File: src/rtl/arb_static3_if.sv
// Request/acknowledge bundle between three clients and the static-priority arbiter.
interface arb_static3_if;
    logic [2:0] req;
    logic [2:0] ack;

    modport master (output req, input ack);
    modport slave  (input req, output ack);
endinterface

File: src/rtl/arb_static3.sv
// Three-client static-priority arbiter (req[0] highest) with four-phase handshake;
// every handover passes through one IDLE cycle and grants are never preempted.
module arb_static3 (
    input  logic          clk,
    input  logic          rstn,
    arb_static3_if.slave  bus
);

    typedef enum logic [1:0] {
        IDLE = 2'b00,
        GNT0 = 2'b01,
        GNT1 = 2'b10,
        GNT2 = 2'b11
    } state_e;

    state_e     state_q, state_d;
    logic [2:0] ack_q, ack_d;

    // State and grant registers; rstn is an active-high asynchronous reset
    always_ff @(posedge clk or posedge rstn) begin
        if (rstn) begin
            state_q <= IDLE;
            ack_q   <= 3'b000;
        end else begin
            state_q <= state_d;
            ack_q   <= ack_d;
        end
    end

    // Next-state arbitration and grant decode of the upcoming state
    always_comb begin
        state_d = state_q;
        ack_d   = 3'b000;
        case (state_q)
            IDLE: begin
                if (bus.req[0]) begin
                    state_d = GNT0;
                end else if (bus.req[1]) begin
                    state_d = GNT1;
                end else if (bus.req[2]) begin
                    state_d = GNT2;
                end else begin
                    state_d = IDLE;
                end
            end
            GNT0: begin
                if (bus.req[0]) begin
                    state_d = GNT0;
                end else begin
                    state_d = IDLE;
                end
            end
            GNT1: begin
                if (bus.req[1]) begin
                    state_d = GNT1;
                end else begin
                    state_d = IDLE;
                end
            end
            GNT2: begin
                if (bus.req[2]) begin
                    state_d = GNT2;
                end else begin
                    state_d = IDLE;
                end
            end
            default: begin
                state_d = IDLE;
            end
        endcase

        // ack is registered alongside the state so it always matches q's encoding
        case (state_d)
            IDLE:    ack_d = 3'b000;
            GNT0:    ack_d = 3'b001;
            GNT1:    ack_d = 3'b010;
            GNT2:    ack_d = 3'b100;
            default: ack_d = 3'b000;
        endcase
    end

    assign bus.ack = ack_q;

endmodule

File: src/flat_wrapper.sv
// flat-port wrapper written by rule: the top's interface ports become plain ports
module arb_static3_flat 
  (clk, rstn, bus_req, bus_ack);
  arb_static3_if bus_i ();
  input  logic clk;
  input  logic rstn;
  input wire logic [$bits(bus_i.req)-1:0] bus_req;
  output wire logic [$bits(bus_i.ack)-1:0] bus_ack;
  assign bus_i.req = bus_req;
  assign bus_ack = bus_i.ack;
  arb_static3 u_core (.clk(clk), .rstn(rstn), .bus(bus_i));
endmodule
File: config.mk
export PLATFORM = sky130hd
export DESIGN_NAME = arb_static3_flat
export DESIGN_NICKNAME = d
export VERILOG_FILES = /design/src/rtl/arb_static3_if.sv /design/src/rtl/arb_static3.sv /design/src/flat_wrapper.sv
export SDC_FILE = /design/constraint.sdc
export NUM_CORES = 1
export LEC_CHECK = 0
export ABC_CLOCK_PERIOD_IN_PS = 1200
export BUFFER_PORTS_ARGS = -buffer_cell sky130_fd_sc_hd__buf_2
export CAP_MARGIN = 20
export CELL_PAD_IN_SITES_DETAIL_PLACEMENT = 0
export CELL_PAD_IN_SITES_GLOBAL_PLACEMENT = 1
export CORE_AREA = 2 2 39 41
export CTS_CLUSTER_DIAMETER = 40
export CTS_CLUSTER_SIZE = 12
export DETAILED_ROUTE_END_ITERATION = 10
export DIE_AREA = 0 0 41 43
export GPL_TIMING_DRIVEN = 0
export PLACE_DENSITY = 0.46
export SLEW_MARGIN = 20
export SYNTH_ARGS = -nofsm -noshare
export SYNTH_HDL_FRONTEND = slang
export SYNTH_SLANG_ARGS = --single-unit
File: constraint.sdc
create_clock -name clk -period 1.2 [get_ports clk]
set_input_delay 0.12 -clock clk [delete_from_list [all_inputs] [get_ports clk]]
set_output_delay 0.12 -clock clk [all_outputs]
set_load 0.01 [all_outputs]
== Word-level counts from Yosys, hierarchy flattened ==
Cells that the tools add are included.

* Logic and storage cells: 17
* Input bits: 5
* Register bits: 5

* Equality and inequality tests: 6
* Reduce and logical (&&, ||, !) cells: 2
* Multiplexer cells: 7

{| class="wikitable"
|+ Operators with widths
! operator !! number
|-
| $pmux W3 S4 || 1
|-
| $eq A2 B2 Y1 const B || 4
|-
| $mux W2 || 4
|-
| $pmux W2 S4 || 1
|-
| $eq A2 B1 Y1 const B || 2
|-
| $logic_not A2 Y1 || 2
|-
| $mux W1 || 1
|}

== Longest topological paths before layout ==
Gate-level depths: netlist of the first run.

* Depth in word-level cells: 6
* Depth in mapped cells: 4

== Worst setup path before layout of the first run ==
Ideal clock, no wire load.

* Kind: register to register
* Start point: reg u_core.state_q[0]
* End point: reg u_core.ack_q[2] (netlist: u_core.bus.ack[2])
* Stages on the path, launching flop included: 5
* Slack: 0.279 ns
* Period minus slack after synthesis: 0.921 ns
* Path buffers: 1
* Required time: 1.127 ns
* Data arrival time: 0.848 ns
* Setup time: 0.073 ns
* Path through: dfrtp_1 buf_6 nor4_2 a21oi_1 nor2b_1

* Word-level cells in the longest chain between the ends: 4
* Elaborated cells on any way between the ends: 10

{| class="wikitable"
|+ RTL lines
! element !! RTL line !! source
|-
| start: declaration || arb_static3.sv:16 || <nowiki>state_e state_q, state_d;</nowiki>
|-
| start signal: assignment || arb_static3.sv:25 || <nowiki>state_q <= state_d;</nowiki>
|-
| $eq A2 B2 Y1 (tied with other cells) || arb_static3.sv:34 || <nowiki>case (state_q)</nowiki>
|-
| $pmux W2 S4 (*) || arb_static3.sv:34 ||
|-
| $eq A2 B2 Y1 (tied with other cells) || arb_static3.sv:73 || <nowiki>case (state_d)</nowiki>
|-
| $pmux W3 S4 (*) || arb_static3.sv:73 ||
|-
| net u_core.ack_d[2] || arb_static3.sv:17 || <nowiki>logic [2:0] ack_q, ack_d;</nowiki>
|-
| end signal: assignment || arb_static3.sv:26 || <nowiki>ack_q <= ack_d;</nowiki>
|-
| end: declaration || arb_static3.sv:17 ||
|}

Mark *: on every way through the listed nets, which the timed path passes. The rest lies on a longest branch.

== Final worst setup path of the first run ==
Same ends and word-level chain as after synthesis.

==> qor.yml, run 1 <==
floorplanning:
  die_h_um: 43
  die_area_mm2: 0.00176
  fp.dieW_um: 41
  core_area_mm2: 0.00138
  row_count: 14
  io_pins: 8
  start_util_pct: 16.2
clocking:
  clock_path_buffers: 2
  clock_latency_ps: 240
  path_clk_slew_ps: 40
  cts-root-buf: "clkbuf_4"
  htreeDepth: 1
  cts_resized: 0
  cts_tree: "done"
  postCtsHoldBufs: 1
  cts_buffers: 3
  cts_setup_buffers: 0
  clock-sinks: 5
power:
  power_mw: 0.548
  p_int_mw: 0.395
  p_sw_mw: 0.153
  worst_ir_drop_vdd_mv: 0.361
  p_leak_nw: 0.150
  powerDensity_mw_per_mm2: 1740
  power_frac_comb_pct: 24.2
  clockPowerShare_pct: 34.1
  power_frac_seq_pct: 41.7
  switching_share_pct: 27.9
yosys:
  ys_seq_elements: 5
  syn-instance-count: 20
  yosysSeqAreaShare_pct: 55.9
  yosysUniqueCellTypes: 12
  synth.net_count: 25
  synth_area_leaders: "dfrtp_1, a21oi_1, nor2b_1"
  yosys.area.top_type: "dfrtp_1"
  netlist_area_um2: 224
  synth.top_cell.area_share_pct: 55.9
  syn_avg_cell_area_um2: 11.2
  yosysWarnings: 0
timing:
  final_hold_viol_count: 0
  setup_tns_ps: 0
  slew_violations: 0
  max_freq_ghz: 0.986
  timing.final.ws_setup_ps: 186
  worst_hold_slack_ps: 145
  worst_pin_slew_ps: 232
  max_slew_margin_pct: 84.5
  finalClockSkew_ps: 2.49
  setup_viol: 0
  finalCritPeriodShare_pct: 84.5
  fin_crit_ps: 1010
  grt_setup_unrepaired: "false"
setup_path:
  path_max_fanout: 7
  reg2reg_slack_ps: 190
  crit_path_end_kind: "flop"
  crit_start: "u_core.state_q[0]"
  worstPathRequired_ps: 1360
  setup.worst_path.end: "u_core.bus.ack[2]"
  worstReg2RegStart: "u_core.state_q[0]"
  critical_path_class: "reg2reg"
  startpoint_type: "flop"
  rr_worst_depth: 4
  r2r_end: "u_core.bus.ack[2]"
  crit_arrival_ps: 1170
global_route:
  grt_pass1_wl_um: 752
  grt_pass1_vias: 205
  overflow: 0
  antenna_found_initial: 0
  grt_max_degree: 8
  grt_use_total_pct: 6.55
route:
  viasPerCell: 3.60
  totalWireLength_um: 445
  drt-wirelength-per-cell_um: 9.27
  drc: 0
  drtIter0Drc: 1
  drtAntennaViolNets: 0
  vias: 173
  firstDrtPassIters: 2
placement:
  placed_area_um2: 279
  io_buffers: 7
  gp_congestion: 0.619
  pre_cts_ws_ps: 191
worst_hold_path:
  min_path_type: "in2reg"
layout:
  fill_cells: 161
  drive_above_1_share_pct: 37.5
  fin_nets: 38
  antennaDiodeCount: 0
  seq_area_um2: 125
  multi_input_area_um2: 80.1
  fin_area_um2: 315
  syn_to_final_growth_pct: 40.8
run_status:
  status: "finished, final reports clean"
job:
  drv_cap: 0
[how the worst min path moves through the flow]
stage / start / endpoint / depth (start not counted)
final: bus_req[0] / u_core.state_q[1] / 2
after global routing: bus_req[0] / u_core.state_q[1] / 2
after CTS: bus_req[0] / u_core.state_q[1] / 2
after detailed placement: rstn / u_core.bus.ack[2] / 2
after global placement: rstn / u_core.bus.ack[2] / 2
after floorplan: rstn / u_core.bus.ack[0] / 1
[critical path, cell delays in order (launching register included)]
cell	delay, ps
dfrtp_1	370
buf_6	130
nor4_2	240
a21oi_1	60
nor2b_1	140
[through the flow]
stage | util (%) | cells
CTS | 22.8 | 48
global placement | 20.2 | 43
finish | 22.8 | 48
floorplan | - | 20
detailed placement | 20.2 | 43
global route | 22.8 | 48
[sequential cells by signal, indices dropped and copies added (netlist names)]
name	cells
u_core.bus.ack	3
u_core.state_q	2
[cell type report]
| type | instances | share of cell area, % |
|---|---|---|
| buffer | 1 | 3.57 |
| clock buffer | 4 | 8.33 |
| inverter | 2 | 2.38 |
| multi-input combinational | 12 | 25.4 |
| sequential | 5 | 39.7 |
| tap | 16 | 6.35 |
| timing repair buffer | 8 | 14.3 |
[kinds of logic (layout without fill, tap and decap cells)]
kind of cell           Yosys count  in the layout  synth area share (%)
and+or+nand+nor                  6              6                  18.4
muxes                            1              1                  4.47
DFF                              5              5                  55.9
AOI/OAI and AO/OA                5              5                  12.8
buffers and inverters            3             15                  8.38
[synthesized netlist by cell type]
cell / n
dfrtp_1: 5
a21oi_1: 3
inv_1: 2
nor2b_1: 2
buf_6: 1
mux2i_1: 1
nand3_1: 1
nor2_1: 1
nor3b_1: 1
nor4_2: 1
o21ai_0: 1
o32ai_1: 1
[power by group through the flow]
stage / Sequential (mW) / Clock [mW] / Combinational, mW
global route: 0.232 / 0.214 / 0.151
CTS: 0.229 / 0.200 / 0.135
floorplan: 0.235 / 0 / 0.0832
finish: 0.229 / 0.187 / 0.132
detailed placement: 0.231 / 0 / 0.132
global placement: 0.229 / 0 / 0.130
[per-layer routing]
metal,GRT usage [%],up-vias,routed length (µm)
met4,8.00,0,0
met1,8.12,74,188
met3,0,0,42
met2,8.75,7,213
li1,-,92,-
met5,0,-,0
[placed cells by master (no fill, tap or decap), types with 2 or more instances in the layout]
master    synthesis  final
inv_1             2      2
buf_2             0      7
clkbuf_4          0      3
dfrtp_1           5      5
a21oi_1           3      3
nor2b_1           2      2
Note: power is estimated with default switching activity, not from simulation.
==> run 2: changes to the inputs <==
--- a/config.mk
+++ b/config.mk
@@ -5,7 +5,7 @@
 export SDC_FILE = /design/constraint.sdc
 export NUM_CORES = 1
 export LEC_CHECK = 0
-export ABC_CLOCK_PERIOD_IN_PS = 1200
+export ABC_CLOCK_PERIOD_IN_PS = 1000
 export BUFFER_PORTS_ARGS = -buffer_cell sky130_fd_sc_hd__buf_2
 export CAP_MARGIN = 20
 export CELL_PAD_IN_SITES_DETAIL_PLACEMENT = 0
==> constraint.sdc (replaced) <==
create_clock -name clk -period 1 [get_ports clk]
set_input_delay 0.1 -clock clk [delete_from_list [all_inputs] [get_ports clk]]
set_output_delay 0.1 -clock clk [all_outputs]
set_load 0.01 [all_outputs]
==> run 2 against run 1 <==
Net effect: clock skew about the same; clock power increased by 20%; sequential share of layout area decreased by 0.92 points; final cell count increased by 2.1%; routed wire length increased by 4.7%; combinational power increased by 39%; setup slack got worse by 140 ps; largest power group unchanged; final area increased by 2.4%; global-route usage increased by 0.40 points.
==> qor.yml, run 2 (synthesis results as in run 1) <==
timing:
  slew_violations: 0  # unchanged
  max_freq_ghz: 1.05  # +6.4%
  final_hold_viol_count: 0  # unchanged
  max_slew_margin_pct: 83.7  # -0.72 points
  finalClockSkew_ps: 2.47  # -0.0182 ps
  finalCritPeriodShare_pct: 95.3  # +11 points
  grt_setup_unrepaired: "true"
  worst_hold_slack_ps: 127  # -18.0 ps
  worst_pin_slew_ps: 243  # +10.8 ps
  fin_crit_ps: 953  # -61.3 ps
  setup_tns_ps: 0  # unchanged
  setup_viol: 0  # unchanged
clocking:
  clock-sinks: 5  # unchanged
  cts_buffers: 3  # unchanged
  clock_path_buffers: 2  # unchanged
  clock_latency_ps: 240  # about the same
  path_clk_slew_ps: 40  # about the same
  cts-root-buf: "clkbuf_4"
  htreeDepth: 1  # unchanged
  cts_resized: 0  # unchanged
  cts_tree: "done"
layout:
  stdcell_count: 49  # +2.1%
  mostFrequentLayoutCells: "buf_2, dfrtp_1, a21oi_1, clkbuf_4"
  final_common_cell: "buf_2"
  largest_reg_flops: 3  # unchanged
  drive_above_1_share_pct: 39.4  # +1.9 points
  fin_area_um2: 323  # +2.4%
  antennaDiodeCount: 0  # unchanged
  syn_to_final_growth_pct: 44.1
  fin_nets: 39  # +2.6%
placement:
  gp_congestion: 0.619  # unchanged
  placed_area_um2: 279  # unchanged
  io_buffers: 7  # unchanged
  dpl.cell_count: 43  # unchanged
setup_path:
  path_cells: "nor4_2 -> a21oi_1 -> nor2b_1"
  crit_path_end_kind: "flop"
  crit_arrival_ps: 1110  # -60 ps
  crit_buf_inv: 0  # -1
  critical_path_class: "reg2reg"
  startpoint_type: "flop"
  worstPathRequired_ps: 1160  # -200 ps
  worstReg2RegStart: "u_core.state_q[1]"
  critPathTopFamily: "simple AND/OR/NAND/NOR gates"
  path_max_fanout: 3  # -4
  crit_start: "u_core.state_q[1]"
  cp_slowest_stage_delay_ps: 410  # +40 ps
  cp_slowest_cell: "dfrtp_1"
power:
  p_leak_nw: 0.155  # +3.3%
  powerDensity_mw_per_mm2: 2090  # +21%
  power_mw: 0.676  # +23%
  worst_ir_drop_vdd_mv: 0.424  # +17%
floorplanning:
  die_area_mm2: 0.00176  # unchanged
  core_area_mm2: 0.00138  # unchanged
  start_util_pct: 16.2  # unchanged
  die_h_um: 43  # unchanged
  fp.dieW_um: 41  # unchanged
  io_pins: 8  # unchanged
  row_count: 14  # unchanged
route:
  totalWireLength_um: 466  # +4.7%
  firstDrtPassIters: 2  # unchanged
  drtIter0Drc: 1  # unchanged
  viasPerCell: 3.63  # +0.79%
  drt-wirelength-per-cell_um: 9.51  # +2.6%
  drtAntennaViolNets: 0  # unchanged
  drc: 0  # unchanged
  vias: 178  # +2.9%
run_status:
  status: "finished, final reports clean"
worst_hold_path:
  min_path_type: "in2reg"
  hold_start: "bus_req[0]"
global_route:
  grt_max_degree: 8  # unchanged
  use_met2_pct: 9.69  # +0.94 points
  overflow: 0  # unchanged
  grt_pass1_wl_um: 807  # +7.3%
  grt_pass1_vias: 212  # +3.4%
  met3_usage_pct: 0  # unchanged
  grt.busiest_layer: "met2"
  grt_use_total_pct: 6.95  # +0.40 points
  antenna_found_initial: 0  # unchanged
  grt_use_met1_pct: 8.44  # +0.32 points
job:
  drv_cap: 0  # unchanged
run 2: changes by cell type in the layout (fill, tap and decap cells not counted):
cell	before	now
buf_4	0	1
run 2: repair_timing:
action | 4_1_cts | 5_1_grt
hold buffers | 1 | 0
endpoints found under the setup margin | 1 | 1
pin swaps | 1 | 0
setup buffers | 1 | 0
hold endpoints to repair | 5 | 0
run 2: routing by layer:
metal	share of wire [%]	up-vias	wire length (µm)
li1	-	94	-
met1	41	77	191
met2	50	7	231
met3	9.0	0	42
met4	0	0	0
met5	0	-	0
run 2: report_power, final:
group	internal, mW	switching, mW	total (mW)	leakage, nW
clock network	0.150	0.0743	0.225	0.0150
registers	0.245	0.0233	0.268	0.0637
logic	0.0919	0.0917	0.184	0.0763
total	0.487	0.189	0.676	0.155
run 2: final timing paths:
path | endpoint | slack, ps | cells after the start
hold / removal | u_core.state_q[1] | 130 | 2
max in group asynchronous | u_core.bus.ack[0] | 540 | 3
hold reg to reg | u_core.bus.ack[1] | 550 | 2
min in group asynchronous | u_core.bus.ack[2] | 300 | 3
setup reg to reg | u_core.bus.ack[2] | 50 | 3
setup / recovery | u_core.bus.ack[2] | 50 | 3
run 2: through the flow:
step	utilization (%)	worst slack [ps]
floorplan	-	79.1
global placement	20.2	27.9
detailed placement	20.2	-8.53
CTS	23.3	45.4
global route	23.3	-62.7
finish	23.3	47.1
run 2: final cells by class:
type                    count  area, µm²
plain buffers               1       11.3
clock buffers               4       26.3
fillers                   161       1060
inverters                   2       7.51
multi-input cells          12       80.1
flip-flops and latches      5        125
well taps                  16       20.0
repair buffers              9       52.6
